<file path="src/rtl/aes_bridge_pkg.sv">
// Shared definitions for the AES byte bridge: FSM state encoding, default
// command bytes, timeout default and block geometry.
package aes_bridge_pkg;

  typedef enum logic [2:0] {
    S_CMD  = 3'd0,
    S_DATA = 3'd1,
    S_LOAD = 3'd2,
    S_WAIT = 3'd3,
    S_SEND = 3'd4
  } bridge_state_e;

  localparam logic [7:0] DEF_CMD_ENC = 8'h01;
  localparam logic [7:0] DEF_CMD_DEC = 8'h02;
  localparam int         DEF_TIMEOUT = 64;

  localparam int         BLOCK_BYTES   = 16;
  localparam logic [3:0] LAST_BYTE_IDX = 4'(BLOCK_BYTES - 1);

endpackage

</file>
<file path="src/rtl/byte_shift128.sv">
// 128-bit block register: parallel load, shift a byte in at the LSB end, or
// shift a byte out of the MSB end (zero-filled). Load has priority.
module byte_shift128 (
  input  logic         clk,
  input  logic         rst,
  input  logic         load_i,
  input  logic [127:0] load_data_i,
  input  logic         shift_in_i,
  input  logic [7:0]   byte_i,
  input  logic         shift_out_i,
  output logic [127:0] data_o
);

  logic [127:0] data_q;
  logic [127:0] data_d;

  always_comb begin
    data_d = data_q;
    if (load_i) begin
      data_d = load_data_i;
    end else if (shift_in_i) begin
      data_d = {data_q[119:0], byte_i};
    end else if (shift_out_i) begin
      data_d = {data_q[119:0], 8'h00};
    end
  end

  always_ff @(posedge clk) begin
    if (rst) begin
      data_q <= '0;
    end else begin
      data_q <= data_d;
    end
  end

  assign data_o = data_q;

endmodule

</file>
<file path="src/rtl/aes_byte_bridge.sv">
// Byte-stream front end for the static-key AES core: collects a command byte
// plus a 16-byte block, runs one core operation and streams the 16-byte result.
module aes_byte_bridge
  import aes_bridge_pkg::*;
#(
  parameter logic [7:0] CMD_ENC = DEF_CMD_ENC,
  parameter logic [7:0] CMD_DEC = DEF_CMD_DEC,
  parameter int         TIMEOUT = DEF_TIMEOUT
) (
  input  logic         clk,
  input  logic         rst,
  input  logic         in_valid,
  output logic         in_ready,
  input  logic [7:0]   in_data,
  output logic         out_valid,
  input  logic         out_ready,
  output logic [7:0]   out_data,
  output logic         core_load_o,
  output logic         core_dec_o,
  output logic [127:0] core_data_o,
  input  logic [127:0] core_data_i,
  input  logic         core_done_i,
  output logic         busy_o,
  output logic         err_o
);

  localparam int            TW       = $clog2(TIMEOUT);
  localparam logic [TW-1:0] TMO_LAST = TW'(TIMEOUT - 1);

  bridge_state_e state_q;
  logic [3:0]    byte_cnt_q;
  logic [TW-1:0] tmo_cnt_q;
  logic          dec_q;
  logic          err_q;
  logic          in_ready_q;
  logic          out_valid_q;
  logic          load_q;

  // Handshake: a byte moves on in_valid && in_ready or out_valid && out_ready
  // at the rising edge; out_data only changes after an accepted transfer.
  logic in_fire;
  logic out_fire;
  logic is_cmd_byte;

  assign in_fire     = in_valid && in_ready_q;
  assign out_fire    = out_valid_q && out_ready;
  assign is_cmd_byte = (in_data == CMD_ENC) || (in_data == CMD_DEC);

  logic         asm_shift;
  logic         res_capture;
  logic [127:0] asm_block;
  logic [127:0] res_block;

  assign asm_shift   = in_fire && (state_q == S_DATA);
  assign res_capture = (state_q == S_WAIT) && core_done_i;

  byte_shift128 u_asm_buf (
    .clk         (clk),
    .rst         (rst),
    .load_i      (1'b0),
    .load_data_i ('0),
    .shift_in_i  (asm_shift),
    .byte_i      (in_data),
    .shift_out_i (1'b0),
    .data_o      (asm_block)
  );

  byte_shift128 u_out_buf (
    .clk         (clk),
    .rst         (rst),
    .load_i      (res_capture),
    .load_data_i (core_data_i),
    .shift_in_i  (1'b0),
    .byte_i      (8'h00),
    .shift_out_i (out_fire),
    .data_o      (res_block)
  );

  // Only the top byte of the result buffer is ever presented downstream.
  logic unused_res_bits;
  assign unused_res_bits = ^res_block[119:0];

  always_ff @(posedge clk) begin
    if (rst) begin
      state_q     <= S_CMD;
      byte_cnt_q  <= '0;
      tmo_cnt_q   <= '0;
      dec_q       <= 1'b0;
      err_q       <= 1'b0;
      in_ready_q  <= 1'b0;
      out_valid_q <= 1'b0;
      load_q      <= 1'b0;
    end else begin
      load_q <= 1'b0;
      case (state_q)
        S_CMD: begin
          in_ready_q <= 1'b1;
          if (in_fire) begin
            if (is_cmd_byte) begin
              dec_q      <= (in_data == CMD_DEC);
              err_q      <= 1'b0;
              byte_cnt_q <= '0;
              state_q    <= S_DATA;
            end else begin
              err_q <= 1'b1;
            end
          end
        end

        S_DATA: begin
          if (in_fire) begin
            byte_cnt_q <= byte_cnt_q + 4'd1;
            if (byte_cnt_q == LAST_BYTE_IDX) begin
              in_ready_q <= 1'b0;
              load_q     <= 1'b1;
              state_q    <= S_LOAD;
            end
          end
        end

        S_LOAD: begin
          tmo_cnt_q <= '0;
          state_q   <= S_WAIT;
        end

        S_WAIT: begin
          tmo_cnt_q <= tmo_cnt_q + TW'(1);
          // A done pulse on the terminal count still wins over the abort.
          if (core_done_i) begin
            byte_cnt_q  <= '0;
            out_valid_q <= 1'b1;
            state_q     <= S_SEND;
          end else if (tmo_cnt_q == TMO_LAST) begin
            err_q      <= 1'b1;
            in_ready_q <= 1'b1;
            state_q    <= S_CMD;
          end
        end

        S_SEND: begin
          if (out_fire) begin
            byte_cnt_q <= byte_cnt_q + 4'd1;
            if (byte_cnt_q == LAST_BYTE_IDX) begin
              out_valid_q <= 1'b0;
              in_ready_q  <= 1'b1;
              state_q     <= S_CMD;
            end
          end
        end

        default: begin
          in_ready_q  <= 1'b0;
          out_valid_q <= 1'b0;
          state_q     <= S_CMD;
        end
      endcase
    end
  end

  assign in_ready    = in_ready_q;
  assign out_valid   = out_valid_q;
  assign out_data    = res_block[127:120];
  assign core_load_o = load_q;
  assign core_dec_o  = dec_q;
  assign core_data_o = asm_block;
  assign busy_o      = (state_q != S_CMD);
  assign err_o       = err_q;

endmodule

</file>
<file path="config.mk">
export PLATFORM = sky130hd
export DESIGN_NAME = aes_byte_bridge
export DESIGN_NICKNAME = d
export VERILOG_FILES = /design/src/rtl/aes_bridge_pkg.sv /design/src/rtl/byte_shift128.sv /design/src/rtl/aes_byte_bridge.sv
export SDC_FILE = /design/constraint.sdc
export NUM_CORES = 1
export LEC_CHECK = 0
export ABC_CLOCK_PERIOD_IN_PS = 3000
export BUFFER_PORTS_ARGS = -buffer_cell sky130_fd_sc_hd__buf_2
export CAP_MARGIN = 10
export CORE_MARGIN = 2
export CORE_UTILIZATION = 35
export CTS_CLUSTER_DIAMETER = 50
export DETAILED_ROUTE_END_ITERATION = 10
export GPL_TIMING_DRIVEN = 1
export PLACE_DENSITY = 0.56
export SLEW_MARGIN = 20
export SYNTH_ARGS = -nofsm -noshare
export SYNTH_HDL_FRONTEND = slang
export SYNTH_HIERARCHICAL = 1
export SYNTH_SLANG_ARGS = --single-unit
</file>
<file path="constraint.sdc">
create_clock -name clk -period 3 [get_ports clk]
set_clock_uncertainty 0.2 [all_clocks]
set_input_delay 0.15 -clock clk [delete_from_list [all_inputs] [get_ports clk]]
set_output_delay 0.15 -clock clk [all_outputs]
set_load 0.01 [all_outputs]
</file>
# ---- Word-level counts from Yosys, hierarchy flattened
# Index checks and enable logic that the tools add are counted.
dict set report totals {
  reg_bits 274
  latchBits 0
  ramBits 0
  rom_bits 0
  in_bits 141
  memories 0
}
dict set report classes {
  addsub 2
  n_mul 0
  div_mod_pow 0
  n_lt_le_gt_ge 0
  n_eq_ne 18
  shifts 0
  mux 32
  bitwise 4
  n_reduce_logical 19
}
# operator n
set ops {}
lappend ops {{two-way mux 128 bit} 2}
lappend ops {{two-way mux 3 bit} 8}
lappend ops {{two-way mux 4 bit} 5}
lappend ops {{case mux 4 bit (4 select lines)} 1}
lappend ops {{case mux 3 bit (5 select lines)} 1}
lappend ops {{!= test 2 bit, second input constant} 7}
lappend ops {{AND reduction 7 bit} 2}
lappend ops {{case mux 6 bit (2 select lines)} 1}
lappend ops {{two-way mux 1 bit} 11}
lappend ops {{equality test 8 x 1 -> 1 bit, second input constant} 1}
lappend ops {{equality test 8 x 2 -> 1 bit, second input constant} 1}
lappend ops {{AND reduction 4 bit} 2}
lappend ops {{adder 6 x 1 -> 6 bit, second input constant} 1}
lappend ops {{equality test 3 x 2 -> 1 bit, second input constant} 2}
lappend ops {{equality test 6 bit, second input constant} 1}
lappend ops {{AND reduction 6 bit} 1}
lappend ops {{nonzero test 2 bit} 3}
lappend ops {{OR reduction 3 bit} 2}
lappend ops {{case mux 1 bit (5 select lines)} 1}
lappend ops {{adder 4 x 1 -> 4 bit, second input constant} 1}
lappend ops {{equality test 4 bit, second input constant} 1}
lappend ops {{logical AND 1 bit} 4}
lappend ops {{!= test 2 x 1 -> 1 bit, second input constant} 2}
lappend ops {{NOT 1 bit} 4}
lappend ops {{other kinds (10)} 10}

# ---- Logic depth before layout (Yosys ltp)
# Gate-level depths: netlist of the first run.
dict set report logic_depth {
  word_depth 5
  mapped_depth 10
}

# ---- Cells and area by module
# Netlist of the first run, hierarchy kept.
# mod n_inst cells_per_inst area_each_um2 seq_area_each_um2
set modules_own_cells {}
lappend modules_own_cells {byte_shift128 2 588 6437.4 2562.5}
lappend modules_own_cells {aes_byte_bridge 1 140 1051.0 360.3}

# ---- Least setup slack after synthesis of the first run
# No wires, ideal clock.
dict set report synth_timing {
  path_type {register to register}
  from {reg state_q[2]}
  to {reg u_out_buf.data_q[103], in the netlist u_out_buf/data_o[103]}
  arrival_ns 1.831
  t_required_ns 2.654
  slack_ns 0.823
  path_stages_with_launch 10
  period_less_slack_ns 2.177
  cell_sequence {dfxtp_1 > clkbuf_1 > nand2b_1 > nor2_1 > or3_1 > buf_6 > buf_6 > buf_6 > nor2_1 > a211oi_2}
}
dict set report synth_between {
  elab_chain_len 3
  word_cells_on_any_way 4
}
# item line
set synth_rtl {}
lappend synth_rtl {{start: declaration} aes_byte_bridge.sv:30} ;# bridge_state_e state_q;
lappend synth_rtl {{start signal: assignment} aes_byte_bridge.sv:85} ;# state_q <= S_CMD;
lappend synth_rtl {{start signal: assignment} aes_byte_bridge.sv:103} ;# state_q <= S_DATA;
lappend synth_rtl {{start signal: assignment} aes_byte_bridge.sv:116} ;# state_q <= S_LOAD;
lappend synth_rtl {{equality test 3 x 2 -> 1 bit *} aes_byte_bridge.sv:55} ;# assign res_capture = (state_q == S_WAIT) && core_done_i;
lappend synth_rtl {{logical AND 1 bit *} aes_byte_bridge.sv:55}
lappend synth_rtl {{via res_capture} aes_byte_bridge.sv:50} ;# logic res_capture;
lappend synth_rtl {{two-way mux 128 bit / nonzero test 2 bit (equally long branches)} n/a}
lappend synth_rtl {{end signal: assignment} byte_shift128.sv:32} ;# data_q <= data_d;
lappend synth_rtl {{end: declaration} byte_shift128.sv:14} ;# logic [127:0] data_q;
# Mark *: on every way through the listed nets, which the timed path passes. The rest lies on a longest branch.
# A chain may end at the register's enable or synchronous reset.

# ---- Worst setup path in the final report of the first run
dict set report layout_timing {
  from {reg state_q[2]}
  to {reg dec_q, in the netlist core_dec_o}
}
dict set report layout_between {
  elab_chain_len 2
}
# item line
set layout_rtl {}
lappend layout_rtl {{zero test 3 bit} aes_byte_bridge.sv:95} ;# case (state_q)
lappend layout_rtl {{AND reduction 3 bit (no line)} n/a}
lappend layout_rtl {{end signal: assignment} aes_byte_bridge.sv:100} ;# dec_q <= (in_data == CMD_DEC);
lappend layout_rtl {{end: declaration} aes_byte_bridge.sv:33} ;# logic dec_q;
# No other way between the ends.

==> qor_table.md, run 1 <==
| Parameter | This run | Unit |
|---|---|---|
| Horizontal extent of the die | 203 | um |
| Total number of clock tree sinks | 274 | - |
| Max-capacitance violation count | 0 | - |
| Total routing usage reported by global routing | 17.5 | % |
| Fraction of post-synthesis cell area in the top cell type by area | 39.4 | % |
| Clock H-tree levels | 2 | - |
| Antenna violations before repair | 1 | - |
| Area growth from synthesis to final layout | 34.0 | % |
| Syn Inst Count | 1,316 | - |
| Number of cell rows | 73 | - |
| Cell variety after synth | 47 | - |
| Number of buffers inserted for hold repair after clock tree synthesis | 144 | - |
| Peak VDD IR | 0.473 | mV |
| Critical setup path kind | flip-flop to flip-flop | - |
| Number of I/O port buffers | 282 | - |
| Number of failing setup endpoints in the final timing report | 0 | - |
| Relative slew slack | 35.1 | % |
| Overall power of the completed layout | 10.2 | mW |
| Count of final hold-check violations | 0 | - |
| Total of fill cells in the finished design | 3,735 | - |
| Arrival time at the worst endpoint | 2.97 | ns |
| Proportion of synthesized chip area in sequential cells | 39.4 | % |
| Cell area after synthesis | 13,900 | um2 |
| Grt ovf | 0 | - |
| Global-route wire length before repair | 58.9 | mm |
| TritonCTS clock tree | done | - |
| Post-detailed-route wirelength per cell | 15.5 | um |
| Clock transition time at the flip-flop clock pins of the worst setup and hold paths | 0.06 | ns |
| Synthesized flop and latch total | 274 | - |
| Pin count of the biggest net entering global routing | 137 | - |
| Unrepaired setup endpoints after global routing | no | - |
| Clock tree buffer depth | 3 | - |
| Vias per Instance | 4.63 | - |
| Count of inserted antenna diode cells | 0 | - |
| Final #Nets | 1,973 | - |
| Root buffer cell | clkbuf_16 | - |
| DIE AREA | 41,400 | um2 |
| Total power divided by cell area | 544 | nW/um2 |
| Average instance area after synthesis | 10.6 | um2 |
| Share of final-layout standard cells stronger than drive strength 1 | 33.1 | % |
| EDFF count, synth | 0 | - |
| Setup_tns | 0 | ns |
| Post_cts resized | 0 | - |
| Warnings, synthesis | 6 | - |
| Synth area leaders | dfxtp_1 (39%), a211oi_2 (22%), mux2i_1 (17%), nor2_1 (7.4%), buf_6 (2.4%) | - |
| First drt pass iteration count | 5 | - |
| Leakage power | 7.66 | nW |
| Post-synthesis cell type with the largest combined area | dfxtp_1 | - |
| Top cells by instance count after synthesis | dfxtp_1 (274), nor2_1 (273), a211oi_2 (240), mux2i_1 (240), clkbuf_1 (38) | - |
| Share of flip-flops with an asynchronous set or reset after synthesis | 0 | % |
| Tightest Pin Transition | 0.973 | ns |
| Detailed Route WL | 36.9 | mm |
| Final critical delay including setup and external delays | 2.71 | ns |
| Result of the run | completed | - |
| Effective utilization at floorplan | 35.3 | % |
| I/O pin total | 283 | - |
| Final estimated routing congestion in global placement | 0.757 | - |
| Fmax | 369 | MHz |
| First-iteration detailed-routing DRC count | 522 | - |
| Kind of start point of the critical path | flip-flop | - |
| Endpoint type of the worst setup path | flip-flop | - |
| Number of post-CTS setup repair buffers | 0 | - |
| TritonCTS buffer count | 39 | - |
| Crit path required time | 3.26 | ns |
| Clock latency at the later pin of the worst-skew pair | 0.55 | ns |
| Final clock period utilization by the worst path | 90.4 | % |
| HPWL after detailed placement | 23.7 | mm |
| Via Count | 11,028 | - |
| Class of the most critical hold timing path | primary input to flip-flop | - |
| Area of the placeable core | 39,500 | um2 |
| Post-DRT Antenna Nets | 0 | - |
| Count of final max-slew check failures | 0 | - |
| Core utilization of the finished layout | 47.3 | % |
| Drt drc | 0 | - |
| Max FO, Critical Path | 14 | - |
| Number of global-route vias before repair | 11,098 | - |
| Cell with the most instances after synthesis | dfxtp_1 | - |
| Y dimension of the die | 203 | um |
| Most used flip-flop cell after synthesis | dfxtp_1 | - |
==> per-layer routing <==
| layer | wire length, um | global-route usage, % | vias to the layer above |
|---|---|---|---|
| met3 | 2510 | 4.95 | 62 |
| li1 | - | - | 5629 |
| met1 | 16200 | 21.8 | 5081 |
| met5 | 13 | 0 | - |
| met2 | 17200 | 28.8 | 254 |
| met4 | 1070 | 6.65 | 2 |
==> flip-flops by register name (all words and copies together), names as in the netlist <==
name / count
byte_cnt_q: 4
out_valid: 1
err_o: 1
core_dec_o: 1
u_asm_buf/data_o: 128
in_ready: 1
state_q: 3
tmo_cnt_q: 6
core_load_o: 1
u_out_buf/data_o: 128
==> stage by stage <==
step | hold WS (ns) | setup slack [ns] | cell area [um2] | cells
finish | 0.0433 | 0.289 | 18700 | 2384
global route | 0.0516 | 0.148 | 18700 | 2384
CTS | 0.00808 | 0.295 | 18700 | 2384
detailed placement | 0.216 | 0.442 | 15900 | 2170
global placement | 0.208 | 0.513 | 15900 | 2170
floorplan | 0.0994 | 0.823 | 14500 | 1465
==> area by class of cell <==
cell class | instances | area (um2) | share of cell area [%]
Inverter | 20 | 75.1 | 0.402
Multi-Input combinational cell | 1048 | 7950 | 42.6
Clock buffer | 51 | 1060 | 5.68
Clock inverter | 19 | 238 | 1.27
Sequential cell | 274 | 5490 | 29.4
Timing Repair Buffer | 447 | 3200 | 17.1
Tap cell | 525 | 657 | 3.52
==> kinds of logic after synthesis <==
family / synth area share [%]
mux: 17.3
compound gates: 25.0
buf+inv: 7.65
fa+ha+maj: 0.180
other cells: 0.0269
flops: 39.4
xor+xnor: 0.0629
simple gates: 10.5
==> power breakdown <==
part           total, mW  internal, mW  switching (mW)
sequential          4.07          3.89           0.177
combinational       1.44         0.669           0.772
clock               4.65          2.87            1.78
==> layout by cell type (no fill, tap or decap), types with 8 or more instances in the layout <==
cell type,Yosys,layout
a21oi_1,31,31
a2111oi_0,16,16
nand2b_1,9,9
clkbuf_16,0,39
buf_12,2,14
inv_1,20,20
nand2_1,21,21
buf_2,28,281
a211oi_2,240,240
dfxtp_1,274,274
dlygate4sd3_1,0,144
clkbuf_1,38,8
or2b_1,14,14
nand3_1,11,11
mux2i_1,240,240
nor2_1,273,272
conb_1,1,150
==> worst paths after layout <==
| path | from | to | slack, ns | cells past startpoint |
|---|---|---|---|---|
| worst max-delay path | state_q[2] | core_dec_o | 0.29 | 6 |
| worst min-delay path | in_data[7] | core_dec_o | 0.04 | 6 |
| worst max register to register | state_q[2] | core_dec_o | 0.29 | 6 |
| worst min register to register | err_o | err_o | 0.26 | 1 |
==> worst max-delay path, cell delays in order (launching register included) <==
cell and delay (ns):
dfxtp_1 0.44, or3_1 0.47, nor4_1 0.57, nor2b_1 0.20, o21ai_0 0.08, dlygate4sd3_1 0.57, a21oi_1 0.11
(Power assumes the default switching activity.)
==> run 2: changes to the inputs <==
Settings changed: CORE_ASPECT_RATIO from default to 2.
==> qor_table.md, run 2 (same netlist as run 1, synthesis figures left out) <==
| Parameter | This run | Unit |
|---|---|---|
| Result of the run | completed | - |
| I/O pin total | 283 | - |
| Area growth from synthesis to final layout | 33.6 | % |
| Most frequent standard cell in the layout excluding fill and tap cells | buf_2 | - |
| Relative slew slack | 57.2 | % |
| Peak VDD IR | 0.628 | mV |
| Sequential fraction of design power | 43.4 | % |
| Count of final max-slew check failures | 0 | - |
| Detailed Route WL | 38.7 | mm |
| Kind of start point of the critical path | flip-flop | - |
| Top routing layer in use | met5 | - |
| Root buffer cell | clkbuf_16 | - |
| Total routing usage reported by global routing | 18.3 | % |
| Top library cells by usage in the layout, fill and taps aside | buf_2 (281), dfxtp_1 (273), nor2_1 (272) | - |
| Crit path required time | 3.25 | ns |
| Arrival time at the worst endpoint | 3.08 | ns |
| First drt pass iteration count | 4 | - |
| Register-to-Register Setup Slack | 0.17 | ns |
| Number of post-CTS setup repair buffers | 0 | - |
| Grt ovf | 0 | - |
| Switching power summed over all nets | 2.57 | mW |
| Clock network power share | 41.2 | % |
| Unrepaired setup endpoints after global routing | no | - |
| Number of failing setup endpoints in the final timing report | 0 | - |
| TritonCTS clock tree | done | - |
| Clock transition time at the flip-flop clock pins of the worst setup and hold paths | 0.07 | ns |
| Fmax | 353 | MHz |
| Final #Nets | 1,989 | - |
| Critical setup path kind | flip-flop to flip-flop | - |
| TritonCTS buffer count | 30 | - |
| Antenna violations before repair | 8 | - |
| Horizontal extent of the die | 145 | um |
| Met1 wire length | 14.7 | mm |
| Tightest Pin Transition | 0.642 | ns |
| Placement-stage worst setup slack | 0.511 | ns |
| Vias per Instance | 4.68 | - |
| HPWL after detailed placement | 26.5 | mm |
| First-iteration detailed-routing DRC count | 345 | - |
| Y dimension of the die | 286 | um |
| Clock tree buffer depth | 3 | - |
| Pin count of the biggest net entering global routing | 137 | - |
| Number of cell rows | 103 | - |
| Max FO, Critical Path | 60 | - |
| Final clock period utilization by the worst path | 94.4 | % |
| Effective utilization at floorplan | 35.4 | % |
| Worst setup slack after layout | 0.167 | ns |
| Total power divided by cell area | 505 | nW/um2 |
| Number of I/O port buffers | 282 | - |
| Setup_tns | 0 | ns |
| Clock latency at the later pin of the worst-skew pair | 0.58 | ns |
| Comb pwr share | 15.4 | % |
| Count of final hold-check violations | 0 | - |
| Via Count | 11,230 | - |
| DIE AREA | 41,500 | um2 |
| Total number of clock tree sinks | 274 | - |
| Post-detailed-route wirelength per cell | 16.2 | um |
| Endpoint type of the worst setup path | flip-flop | - |
| Drt drc | 0 | - |
| Area of the placeable core | 39,300 | um2 |
| Net switching fraction of the power | 27.3 | % |
| Clock H-tree levels | 1 | - |
| Class of the most critical hold timing path | primary input to flip-flop | - |
| Length of routed met3 wiring | 2.41 | mm |
| Detailed route wirelength on metal2 | 20.4 | mm |
| Final critical delay including setup and external delays | 2.83 | ns |
| Leakage power | 7.66 | nW |
| Number of global-route vias before repair | 11,636 | - |
| Share of final-layout standard cells stronger than drive strength 1 | 33.0 | % |
| Post-DRT Antenna Nets | 0 | - |
| Max-capacitance violation count | 0 | - |
| Final estimated routing congestion in global placement | 0.795 | - |
| Internal Dissipation | 6.83 | mW |
| Global-route wire length before repair | 62.0 | mm |
[run 2: worst max-delay path: stages (launching register included)]
cell and delay [ns]:
dfxtp_2 0.48, nand2b_1 0.28, nor2_4 0.08, or3_4 0.57
buf_12 0.28, nor2_1 0.14, a211oi_2 0.05, dlygate4sd3_1 0.59
[run 2: per-stage QoR]
stage / instances / power, mW / instance area (um2) / hold slack, ns / utilization (%)
after global placement: 2181 / 5.43 / 16000 / 0.210 / 40.7
final: 2398 / 9.40 / 18600 / 0.198 / 47.3
after detailed placement: 2181 / 5.46 / 16000 / 0.224 / 40.7
after CTS: 2393 / 9.56 / 18600 / 0.161 / 47.3
after floorplan: 1465 / 5.06 / 14500 / 0.0994 / -
after global routing: 2398 / 9.84 / 18600 / 0.206 / 47.3
[run 2: final timing paths]
kind | startpoint | end | cells after the start
setup reg to reg | state_q[2] | u_out_buf/data_o[94] | 7
hold / removal | core_data_i[0] | u_out_buf/data_o[0] | 4
hold reg to reg | core_dec_o | core_dec_o | 2
setup / recovery | state_q[2] | u_out_buf/data_o[94] | 7
[run 2: metal layers]
metal  GRT usage, %  vias up
li1               -     5663
met1           19.3     5226
met2           34.8      270
met3           4.56       65
met4           6.63        6
met5              0        -
[run 2: cell type report]
type / instances / area [um2]
tap: 525 / 657
timing repair buffer: 472 / 3390
inverter: 20 / 75.1
multi-input combinational: 1048 / 7950
fill: 3668 / 20700
clock buffer: 38 / 842
sequential: 274 / 5490
clock inverter: 16 / 186
antenna: 5 / 12.5
[run 2: what timing repair did]
item / in CTS / in global routing
gates resized for setup: 0 / 1
hold buffers: 158 / 0
endpoints found under the hold margin: 176 / 0
endpoints found under the setup margin: 0 / 11
[run 2: power by group through the flow]
stage / clock (mW) / sequential [mW] / combinational [mW]
6_report: 3.87 / 4.08 / 1.45
5_1_grt: 4.14 / 4.11 / 1.60
4_1_cts: 4.01 / 4.08 / 1.46
3_5_place_dp: 0 / 4.16 / 1.29
3_3_place_gp: 0 / 4.16 / 1.27
2_1_floorplan: 0 / 4.17 / 0.896
